File: src/rtl/pc_sequencer.sv
// pc_sequencer
// Owns the program counter and sequences instruction fetch. Each cycle the
// next PC is chosen from sequential advance (PC+4), a taken conditional
// branch, an absolute jump or a register jump. Stall, halt and
// register-jump alignment errors are handled here as well.
//
// Ports:
//   Clk          rising-edge clock
//   Reset        synchronous active-high reset
//   Stall        hazard stall: hold PC and drop any redirect
//   HaltReq      request to enter HALT
//   Resume       leave HALT (only honoured when no address error is latched)
//   Branch       taken conditional branch, offset BranchImm (signed words)
//   Jump         absolute jump, target built from JumpIndex
//   JumpReg      register jump to RegTarget
//   PCResult     current fetch address (registered)
//   PCAddResult  PCResult + 4 (combinational, wraps modulo 2^32)
//   Valid        PCResult is a fetch to be executed
//   Flush        one-cycle pulse after the PC was redirected
//   Halted       sequencer is in HALT
//   AddrError    sticky flag: a register jump targeted a misaligned address
module pc_sequencer #(
    parameter logic [31:0] RESET_VECTOR = 32'h0000_0000
) (
    input  logic        Clk,
    input  logic        Reset,
    input  logic        Stall,
    input  logic        HaltReq,
    input  logic        Resume,
    input  logic        Branch,
    input  logic [15:0] BranchImm,
    input  logic        Jump,
    input  logic [25:0] JumpIndex,
    input  logic        JumpReg,
    input  logic [31:0] RegTarget,
    output logic [31:0] PCResult,
    output logic [31:0] PCAddResult,
    output logic        Valid,
    output logic        Flush,
    output logic        Halted,
    output logic        AddrError
);

    typedef enum logic [1:0] {
        BOOT  = 2'd0,
        RUN   = 2'd1,
        STALL = 2'd2,
        HALT  = 2'd3
    } state_t;

    state_t      state;
    state_t      state_next;
    logic [31:0] pc_next;
    logic        flush_next;
    logic        addr_err_next;

    // Branch target: sequential PC plus the sign-extended word offset.
    // The add is done on 32 bits so any carry out is simply discarded.
    function automatic logic [31:0] branch_target(input logic [31:0] base,
                                                  input logic signed [15:0] imm);
        logic [31:0] offset;
        offset = {{14{imm[15]}}, imm, 2'b00};
        return base + offset;
    endfunction

    // Absolute jump keeps the region bits of the sequential PC.
    function automatic logic [31:0] jump_target(input logic [31:0] base,
                                                input logic [25:0] index);
        return {base[31:28], index, 2'b00};
    endfunction

    assign PCAddResult = PCResult + 32'd4;

    always_comb begin
        state_next    = state;
        pc_next       = PCResult;
        flush_next    = 1'b0;
        addr_err_next = AddrError;
        case (state)
            BOOT: begin
                state_next = RUN;
            end
            RUN, STALL: begin
                // STALL with Stall low is treated exactly like RUN, so both
                // states share the same priority chain.
                if (HaltReq) begin
                    state_next = HALT;
                end else if (Stall) begin
                    state_next = STALL;
                end else if (JumpReg) begin
                    if (RegTarget[1:0] != 2'b00) begin
                        addr_err_next = 1'b1;
                        state_next    = HALT;
                    end else begin
                        pc_next    = RegTarget;
                        flush_next = 1'b1;
                        state_next = RUN;
                    end
                end else if (Jump) begin
                    pc_next    = jump_target(PCAddResult, JumpIndex);
                    flush_next = 1'b1;
                    state_next = RUN;
                end else if (Branch) begin
                    pc_next    = branch_target(PCAddResult, BranchImm);
                    flush_next = 1'b1;
                    state_next = RUN;
                end else begin
                    pc_next    = PCAddResult;
                    state_next = RUN;
                end
            end
            HALT: begin
                // A latched address error pins the sequencer here until reset.
                if (Resume && !AddrError) begin
                    state_next = RUN;
                end
            end
            default: begin
                state_next = BOOT;
            end
        endcase
    end

    // Status outputs are registered from the next state so they line up
    // with the PC they describe.
    always_ff @(posedge Clk) begin
        if (Reset) begin
            state     <= BOOT;
            PCResult  <= RESET_VECTOR;
            Valid     <= 1'b0;
            Flush     <= 1'b0;
            Halted    <= 1'b0;
            AddrError <= 1'b0;
        end else begin
            state     <= state_next;
            PCResult  <= pc_next;
            Valid     <= (state_next == RUN) || (state_next == STALL);
            Flush     <= flush_next;
            Halted    <= (state_next == HALT);
            AddrError <= addr_err_next;
        end
    end

endmodule

File: config.mk
export PLATFORM = sky130hd
export DESIGN_NAME = pc_sequencer
export DESIGN_NICKNAME = d
export VERILOG_FILES = /design/src/rtl/pc_sequencer.sv
export SDC_FILE = /design/constraint.sdc
export NUM_CORES = 1
export LEC_CHECK = 0
export BUFFER_PORTS_ARGS = -buffer_cell sky130_fd_sc_hd__buf_2
export CORE_MARGIN = 1
export CORE_UTILIZATION = 29
export CTS_BUF_LIST = sky130_fd_sc_hd__clkbuf_8
export DETAILED_ROUTE_END_ITERATION = 8
export GPL_ROUTABILITY_DRIVEN = 0
export MAX_ROUTING_LAYER = met4
export PLACE_DENSITY = 0.52
export SLEW_MARGIN = 20
export SYNTH_ARGS = -nofsm -noshare
export SYNTH_HDL_FRONTEND = slang
export SYNTH_SLANG_ARGS = --single-unit
export TNS_END_PERCENT = 30
File: constraint.sdc
create_clock -name Clk -period 5.45 [get_ports Clk]
set_input_delay 1.09 -clock Clk [delete_from_list [all_inputs] [get_ports Clk]]
set_output_delay 1.09 -clock Clk [all_outputs]
set_load 0.05 [all_outputs]
# Word level (Yosys, flattened, before mapping)
# Cells that the tools add are included.
dict set report word_totals {
  reg_bits 38
  elab_cells 41
}
dict set report op_classes {
  n_addsub 2
  n_mux 14
  eq_ne 7
  bitwise_logic 3
  reduce_logical 9
}
# cell n
set op_table {}
lappend op_table {{32-bit 2-to-1 mux} 4}
lappend op_table {{32-bit by 3-bit adder with 32-bit output (second input constant)} 1}
lappend op_table {{32-bit adder} 1}
lappend op_table {{2-bit 2-to-1 mux} 5}
lappend op_table {{2-bit == test (second input constant)} 4}
lappend op_table {{2-bit one-hot mux with 3 select lines} 1}
lappend op_table {{5-bit AND reduction} 1}
lappend op_table {{2-bit by 1-bit == test with 1-bit output (second input constant)} 2}
lappend op_table {{1-bit 2-to-1 mux} 4}
lappend op_table {{4-bit AND reduction} 1}
lappend op_table {{4-bit OR reduction} 1}
lappend op_table {{1-bit NOT} 3}
lappend op_table {{2-bit zero test} 1}
lappend op_table {{2-bit inequality test (second input constant)} 1}
lappend op_table {{2-bit nonzero test} 1}
lappend op_table {{2-bit OR reduction} 1}
lappend op_table {{1-bit logical AND} 1}
lappend op_table {{1-bit zero test} 1}
lappend op_table {{1-bit logical OR} 1}

# Longest topological paths before layout
# Gate-level depths: netlist of the first run.
dict set report depth {
  word_depth 8
  depth_mapped 16
}

# Worst setup path after synthesis of the first run
# No wires, ideal clock.
dict set report synth_path {
  path_type {register -> register}
  from {reg PCResult[2]}
  to {reg PCResult[31]}
  setup_ns 0.074
  setup_slack_ns 0.113
  arrival_time_ns 5.263
  n_path_buf 1
  path_stages_with_launch 16
  path_cell_list {dfxtp_1 > ha_1 > nand4_1 > nor4_1 > and3_1 > nand3_1 > xnor2_1 > ha_1 > clkbuf_1 > a21oi_1 > o21ai_0 > a221o_1 > a21o_1 > mux4_1 > or4b_1 > o22ai_2}
}
dict set report synth_between {
  elab_chain_cells 5
}
# item line
set synth_lines {}
lappend synth_lines {{from (decl)} 36} ;# output logic [31:0] PCResult,
lappend synth_lines {{from (signal assigned)} 136} ;# PCResult <= pc_next;
lappend synth_lines {{32-bit by 3-bit adder with 32-bit output} 72} ;# assign PCAddResult = PCResult + 32'd4;
lappend synth_lines {{named net PCAddResult[26]} 37} ;# output logic [31:0] PCAddResult,
lappend synth_lines {{32-bit adder} 63} ;# return base + offset;
lappend synth_lines {{32-bit 2-to-1 mux} 103} ;# end else if (Branch) begin
lappend synth_lines {{32-bit 2-to-1 mux} 99} ;# end else if (Jump) begin
lappend synth_lines {{32-bit 2-to-1 mux} 90} ;# end else if (JumpReg) begin
# The timed path passes the listed nets, and every way through them passes these cells.
# A chain may end at the register's enable or synchronous reset.

# Worst setup path after layout of the first run
dict set report layout_path {
  from {reg PCResult[2]}
  to {reg PCResult[31]}
}
dict set report layout_between {
  elab_chain_cells 5
}
# item line
set layout_lines {}
lappend layout_lines {{32-bit by 3-bit adder with 32-bit output (*)} 72}
lappend layout_lines {{32-bit adder} 63}
lappend layout_lines {{32-bit 2-to-1 mux} 103}
lappend layout_lines {{32-bit 2-to-1 mux (*)} 99}
lappend layout_lines {{32-bit 2-to-1 mux (*)} 90}
# Every way passes the cells marked *; elsewhere a longest branch is shown, timed or not.

==> metrics.md, run 1 <==
| Metric | Value |
|---|---|
| CTS root buf | `clkbuf_8` |
| Nets | `856` |
| Max-cap violations | `0` |
| CP Cell Sequence | `ha_1 > nand4_1 > nor4_1 > and3_1 > nand3_1 > xnor2_1 > ha_1 > a21oi_1 > o21ai_0 > a221o_1 > a21o_1 > mux4_1 > or4b_1 > o22ai_2` |
| CTS clk-pin slew, worst paths | `90 ps` |
| Setup Buffers After CTS | `0` |
| Pint | `0.529 mW` |
| Largest net degree at the start of global routing | `38` |
| Async SR Flop Fraction | `0%` |
| Pre-CTS setup slack | `874 ps` |
| Hold Path Sink | `PCResult[0]$_SDFFE_PP0P_` |
| Largest stage delay, worst path | `710 ps` |
| Core ar. | `15200 µm²` |
| Max Clock Skew | `10.1 ps` |
| Register share of total power | `33.0%` |
| Row count | `45` |
| Initial Util | `29.8%` |
| Synthesized area per cell | `7.49 µm²` |
| Die width | `127 µm` |
| Sequential-to-total area share from yosys stat | `16.8%` |
| CP Class | `flip-flop to flip-flop` |
| Vias per cell | `5.78` |
| R2R depth | `14` |
| Slew headroom | `27.5%` |
| TritonCTS buffer count | `5` |
| WHS | `490 ps` |
| Startpoint types | `flip-flop` |
| Multi-input gate area | `3540 µm²` |
| GRT overflow | `0` |
| RR Endpoint | `PCResult[31]$_SDFFE_PP0P_` |
| Placed cell count | `914` |
| Post-route design area | `5480 µm²` |
| Crit-path slowest cell | `nor4_1` |
| Setup TNS | `0 ps` |
| Die H | `127 µm` |
| Register area | `761 µm²` |
| CTS tree | `yes` |
| Min Tclk post-route | `4690 ps` |
| Clk buf depth | `2` |
| Critical Path RT | `5680 ps` |
| Post-synthesis cell area | `4520 µm²` |
| Seq cells post-synth | `38` |
| Antenna diode instance count | `0` |
| Pre-antenna DRT Iters | `6` |
| Most Frequent Cell on Critical Path | `ha_1` |
| Area after DPL | `5390 µm²` |
| Hold path start | `PCResult[0]$_SDFFE_PP0P_` |
| Reg2Reg Setup Slack | `760 ps` |
| YS warnings | `0` |
| Status | `finished, final reports clean` |
| Wirelength, routed | `18200 µm` |
| Combinational Power Share | `43.2%` |
| Post-CTS resize count | `0` |
| I/O Buffers | `149` |
| Drt wl/cell | `19.7 µm` |
| Clock Sinks | `38` |
| CTS Hold Bufs | `0` |
| Reg2reg start | `PCResult[2]$_SDFFE_PP0P_` |
| PD cells | `172 nW/µm²` |
| Die ar. | `16100 µm²` |
| Top_reg_cell synth | `dfxtp_1` |
| Layout cell share with drive strength beyond 1 | `23.6%` |
| Number of routed nets with antenna violations | `0` |
| Crit. End Element | `flip-flop` |
| Switch Pwr | `0.416 mW` |
| Top delay family on crit path | `simple AND/OR/NAND/NOR gates` |
| Drc violations | `0` |
| Clock power frac | `23.8%` |
| Fill cells | `1618` |
| Static Leak | `2.60 nW` |
| Final period util | `86.0%` |
| DP Wirelength | `14300 µm` |
| Worst setup margin | `761 ps` |
| Sw Share | `44.0%` |
| Maximum VDD drop | `0.0863 mV` |
| Slew Limit Fails | `0` |
| Worst hold path class | `flip-flop to flip-flop` |
| Post-Synthesis Cells | `604` |
| H-tree depth | `2` |
| Post-synth EDFFs | `0` |
| Buf/Inv on CP | `0` |
| Gr usage total | `22.7%` |
| Worst EP arrival | `4920 ps` |
| Detailed-route via count | `5331` |
| Synth Net Count | `727` |
| Final setup viols | `0` |
| Initial antenna violation count | `0` |
| Final hold vios | `0` |
| First-pass GRT wire length | `27900 µm` |
| Clk_lat worst skew | `310 ps` |
| Layout Cells excl Fill | `922` |
| Worst Hold Depth | `1` |
| Starting DRT DRC Count | `594` |
| Unrepaired setup endpoints after global routing | `false` |
| Num ports | `150` |
| Library cells used by synthesis | `75` |
| Area Growth Syn to Fin | `21.2%` |
| Vias in the first global route | `4900` |
| F_max | `0.213 GHz` |
| Crit path max fanout | `8` |
| Worst-Margin Slew | `1090 ps` |
==> state kept, by name, summed over array words and instances, names as in the netlist <==
signal	count
AddrError	1
Flush	1
Halted	1
PCResult	32
Valid	1
state	2
==> metal layers <==
metal  share of wire (%)  up-vias  GRT usage (%)
li1                    -     2554              -
met4                 1.6        0           4.83
met3                 5.8       19           2.83
met1                  46     2552           30.1
met5                   0        -              -
met2                  47      206           37.0
==> through the flow <==
| step | power [mW] | util (%) |
|---|---|---|
| after global placement | 0.723 | 35.4 |
| final | 0.946 | 36.1 |
| after CTS | 0.944 | 36.1 |
| after global routing | 0.996 | 36.1 |
| after detailed placement | 0.723 | 35.4 |
| after floorplan | 0.599 | - |
==> area by class of cell <==
cell class,count,area share [%]
inverter,17,1.16
tap,188,4.29
multi-input combinational,517,64.7
sequential,38,13.9
clock buffer,6,1.51
clock inverter,2,0.228
timing repair buffer,154,14.3
==> layout by cell type, fill, tap and decap left out, types with 7 or more instances in the layout <==
cell type,Yosys,final
xnor2_1,25,25
ha_1,40,40
buf_2,0,149
nor3_1,14,14
mux2i_1,9,9
o22ai_1,8,8
and3_1,15,15
xor2_1,16,16
a21o_1,18,18
nand4_1,15,15
a211oi_1,25,25
nand3_1,19,19
a21oi_1,53,53
nor2_1,59,59
and2_1,7,7
inv_1,16,16
nand2_1,47,47
dfxtp_1,38,38
o21ai_0,29,29
o211ai_1,8,8
==> synth_stat cells (5+ instances only) <==
| cell | instances | area (µm²) |
|---|---|---|
| o211ai_1 | 8 | 60.1 |
| inv_1 | 16 | 60.1 |
| nor2b_1 | 6 | 37.5 |
| dfxtp_1 | 38 | 761 |
| a211oi_1 | 25 | 188 |
| and3_1 | 15 | 93.8 |
| clkbuf_1 | 23 | 86.3 |
| ha_1 | 40 | 500 |
| o21ai_0 | 29 | 145 |
| nand2_1 | 47 | 176 |
| xnor2_1 | 25 | 219 |
| nand2b_1 | 6 | 37.5 |
| nand3_1 | 19 | 95.1 |
| a21oi_1 | 53 | 265 |
| mux2i_1 | 9 | 90.1 |
| o22ai_1 | 8 | 50.1 |
| nor3_1 | 14 | 70.1 |
| o21a_1 | 5 | 37.5 |
| o31ai_1 | 5 | 37.5 |
| nand3b_1 | 5 | 37.5 |
| nand4_1 | 15 | 93.8 |
| a21o_1 | 18 | 135 |
| and2_1 | 7 | 43.8 |
| or3_1 | 5 | 31.3 |
| xor2_1 | 16 | 140 |
| nor2_1 | 59 | 221 |
==> power by group through the flow <==
stage               combinational, mW  clock [mW]  sequential (mW)
global placement                0.406           0            0.317
floorplan                       0.243           0            0.355
finish                          0.409       0.225            0.312
CTS                             0.407       0.226            0.312
detailed placement              0.405           0            0.318
global route                    0.442       0.240            0.314
==> worst max path at each step <==
stage	from	endpoint	slack [ps]	depth (start not counted)
detailed placement	PCResult[2]$_SDFFE_PP0P_	PCResult[31]$_SDFFE_PP0P_	870	14
finish	PCResult[2]$_SDFFE_PP0P_	PCResult[31]$_SDFFE_PP0P_	760	14
global placement	PCResult[2]$_SDFFE_PP0P_	PCResult[31]$_SDFFE_PP0P_	970	14
global route	PCResult[2]$_SDFFE_PP0P_	PCResult[31]$_SDFFE_PP0P_	360	14
floorplan	PCResult[2]$_SDFFE_PP0P_	PCResult[31]$_SDFFE_PP0P_	110	15
CTS	PCResult[2]$_SDFFE_PP0P_	PCResult[31]$_SDFFE_PP0P_	810	14
==> kinds of logic after synthesis <==
kind of cell	count (synthesis)	share of synthesized area (%)
buffers and inverters	49	4.84
adder cells (fa/ha/maj)	41	11.5
AO/OA/AOI/OAI	204	30.6
flip-flops	38	16.8
XOR/XNOR	42	8.30
AND/OR/NAND/NOR	219	25.1
multiplexers	11	2.82
Power figures use the tool's default switching activity.
==> run 2: changes to the inputs <==
==> constraint.sdc (replaced) <==
create_clock -name Clk -period 5.8 [get_ports Clk]
set_input_delay 1.16 -clock Clk [delete_from_list [all_inputs] [get_ports Clk]]
set_output_delay 1.16 -clock Clk [all_outputs]
set_load 0.05 [all_outputs]
==> metrics.md, run 2 (synthesis gave the netlist of run 1 again) <==
| Metric | Value |
|---|---|
| Status | `finished, final reports clean` |
| Worst EP arrival | `5030 ps (+110 ps)` |
| Drc violations | `0 (unchanged)` |
| CTS tree | `yes` |
| Clock Sinks | `38 (unchanged)` |
| Max-cap violations | `0 (unchanged)` |
| Largest regs | `PCResult x32, state x2` |
| CTS root buf | `clkbuf_8` |
| Starting DRT DRC Count | `611 (+2.9%)` |
| Clk_lat worst skew | `300 ps (about the same)` |
| Post-Route Utilization | `36.1% (+0.066 points)` |
| Crit. End Element | `flip-flop` |
| Antenna diode instance count | `0 (unchanged)` |
| Worst hold path class | `flip-flop to flip-flop` |
| Slew headroom | `29.2% (+1.7 points)` |
| Crit path max fanout | `8 (unchanged)` |
| Maximum VDD drop | `0.0854 mV (-1.0%)` |
| Wirelength, routed | `18500 µm (+1.5%)` |
| Critical Path RT | `6020 ps (+340 ps)` |
| Post-CTS resize count | `0 (unchanged)` |
| Worst setup margin | `994 ps (+233 ps)` |
| F_max | `0.208 GHz (-2.4%)` |
| Row count | `45 (unchanged)` |
| First-pass GRT wire length | `27600 µm (-0.92%)` |
| CP Class | `flip-flop to flip-flop` |
| Area Growth Syn to Fin | `21.4%` |
| GRT overflow | `0 (unchanged)` |
| Layout cell share with drive strength beyond 1 | `23.4% (-0.21 points)` |
| Final setup viols | `0 (unchanged)` |
| Clk buf depth | `2 (unchanged)` |
| Uppermost routed layer | `met4` |
| Pre-CTS setup slack | `1120 ps (+241 ps)` |
| Vias per cell | `5.79 (+0.20%)` |
| Multi-input gate area | `3540 µm² (unchanged)` |
| Core ar. | `15200 µm² (unchanged)` |
| Number of routed nets with antenna violations | `0 (unchanged)` |
| Setup Buffers After CTS | `0 (unchanged)` |
| Met2 routed WL | `8660 µm (+2.1%)` |
| TritonCTS buffer count | `5 (unchanged)` |
| Setup TNS | `0 ps (unchanged)` |
| DP Wirelength | `14500 µm (+1.5%)` |
| Most common cell after layout, fill and taps aside | `buf_2` |
| Slew Limit Fails | `0 (unchanged)` |
| Die width | `127 µm (unchanged)` |
| Initial Util | `29.8% (unchanged)` |
| Die H | `127 µm (unchanged)` |
| H-tree depth | `2 (unchanged)` |
| Register area | `761 µm² (unchanged)` |
| Pre-antenna DRT Iters | `5 (-1)` |
| Nets | `855 (-0.12%)` |
| Worst-Margin Slew | `1060 ps (-25.2 ps)` |
| Unrepaired setup endpoints after global routing | `false` |
| Max Clock Skew | `7.79 ps (-2.35 ps)` |
| Most flops, register | `PCResult` |
| Final hold vios | `0 (unchanged)` |
| Detailed-route via count | `5330 (-0.019%)` |
| Num ports | `150 (unchanged)` |
| I/O Buffers | `149 (unchanged)` |
| Most frequent cells in the layout | `buf_2 (149), nor2_1 (59), a21oi_1 (53)` |
| Met3 wire length | `1350 µm (+27%)` |
| Min Tclk post-route | `4810 ps (+117 ps)` |
| Gr usage total | `22.7% (-0.078 points)` |
| Initial antenna violation count | `0 (unchanged)` |
| Fill cells | `1636 (+1.1%)` |
| PD cells | `168 nW/µm² (-2.6%)` |
| Drt wl/cell | `20.1 µm (+1.7%)` |
| CTS Hold Bufs | `0 (unchanged)` |
| CTS clk-pin slew, worst paths | `90 ps (about the same)` |
| Max reg flops | `32 (unchanged)` |
| Die ar. | `16100 µm² (unchanged)` |
| WL met1 | `8020 µm (-3.9%)` |
| Startpoint types | `flip-flop` |
| Final period util | `82.9% (-3.2 points)` |
| Vias in the first global route | `4885 (-0.31%)` |
| WHS | `495 ps (+5.30 ps)` |
| Largest net degree at the start of global routing | `38 (unchanged)` |
| Static Leak | `2.61 nW (+0.18%)` |
-- run 2: cell count changes in the layout (fill, tap and decap cells not counted), sizes merged --
cell      delta
clkinvlp     -1
clkinv       -1
bufinv       +1
buf          -1
-- run 2: worst paths after layout --
path | startpoint | end | slack, ps | depth (start not counted)
max | PCResult[2]$_SDFFE_PP0P_ | PCResult[31]$_SDFFE_PP0P_ | 990 | 14
min | PCResult[0]$_SDFFE_PP0P_ | PCResult[0]$_SDFFE_PP0P_ | 490 | 1
max reg2reg | PCResult[2]$_SDFFE_PP0P_ | PCResult[31]$_SDFFE_PP0P_ | 990 | 14
min reg2reg | PCResult[0]$_SDFFE_PP0P_ | PCResult[0]$_SDFFE_PP0P_ | 490 | 1
-- run 2: area by class of cell --
cell class	instances	area share [%]
clock buffer	6	1.50
clock inverter	1	0.547
tap	188	4.28
inverter	17	1.16
timing repair buffer	153	14.1
sequential	38	13.8
multi-input combinational	517	64.5
-- run 2: routing by layer --
| metal | up-vias | GRT usage [%] |
|---|---|---|
| met1 | 2510 | 28.9 |
| met4 | 0 | 6.02 |
| met3 | 26 | 3.42 |
| met5 | - | - |
| met2 | 253 | 37.3 |
| li1 | 2541 | - |
-- run 2: metrics by stage --
step | instances | instance area, µm² | total power, mW
6_report | 920 | 5490 | 0.923
5_1_grt | 920 | 5490 | 0.970
4_1_cts | 920 | 5490 | 0.926
3_5_place_dp | 913 | 5380 | 0.681
3_3_place_gp | 913 | 5380 | 0.679
2_1_floorplan | 604 | 4520 | 0.562
-- run 2: worst max-delay path, stage by stage, from the launching register on --
cell,delay [ps]
dfxtp_1,420
ha_1,250
nand4_1,170
nor4_1,740
and3_1,380
nand3_1,120
xnor2_1,290
ha_1,370
a21oi_1,370
o21ai_0,190
a221o_1,320
a21o_1,210
mux4_1,220
or4b_1,560
o22ai_2,120
-- run 2: power by group --
group	total (mW)	internal, mW	switching, mW
Sequential	0.293	0.274	0.0194
Combinational	0.386	0.128	0.259
Clock	0.243	0.138	0.105
Total	0.923	0.539	0.383
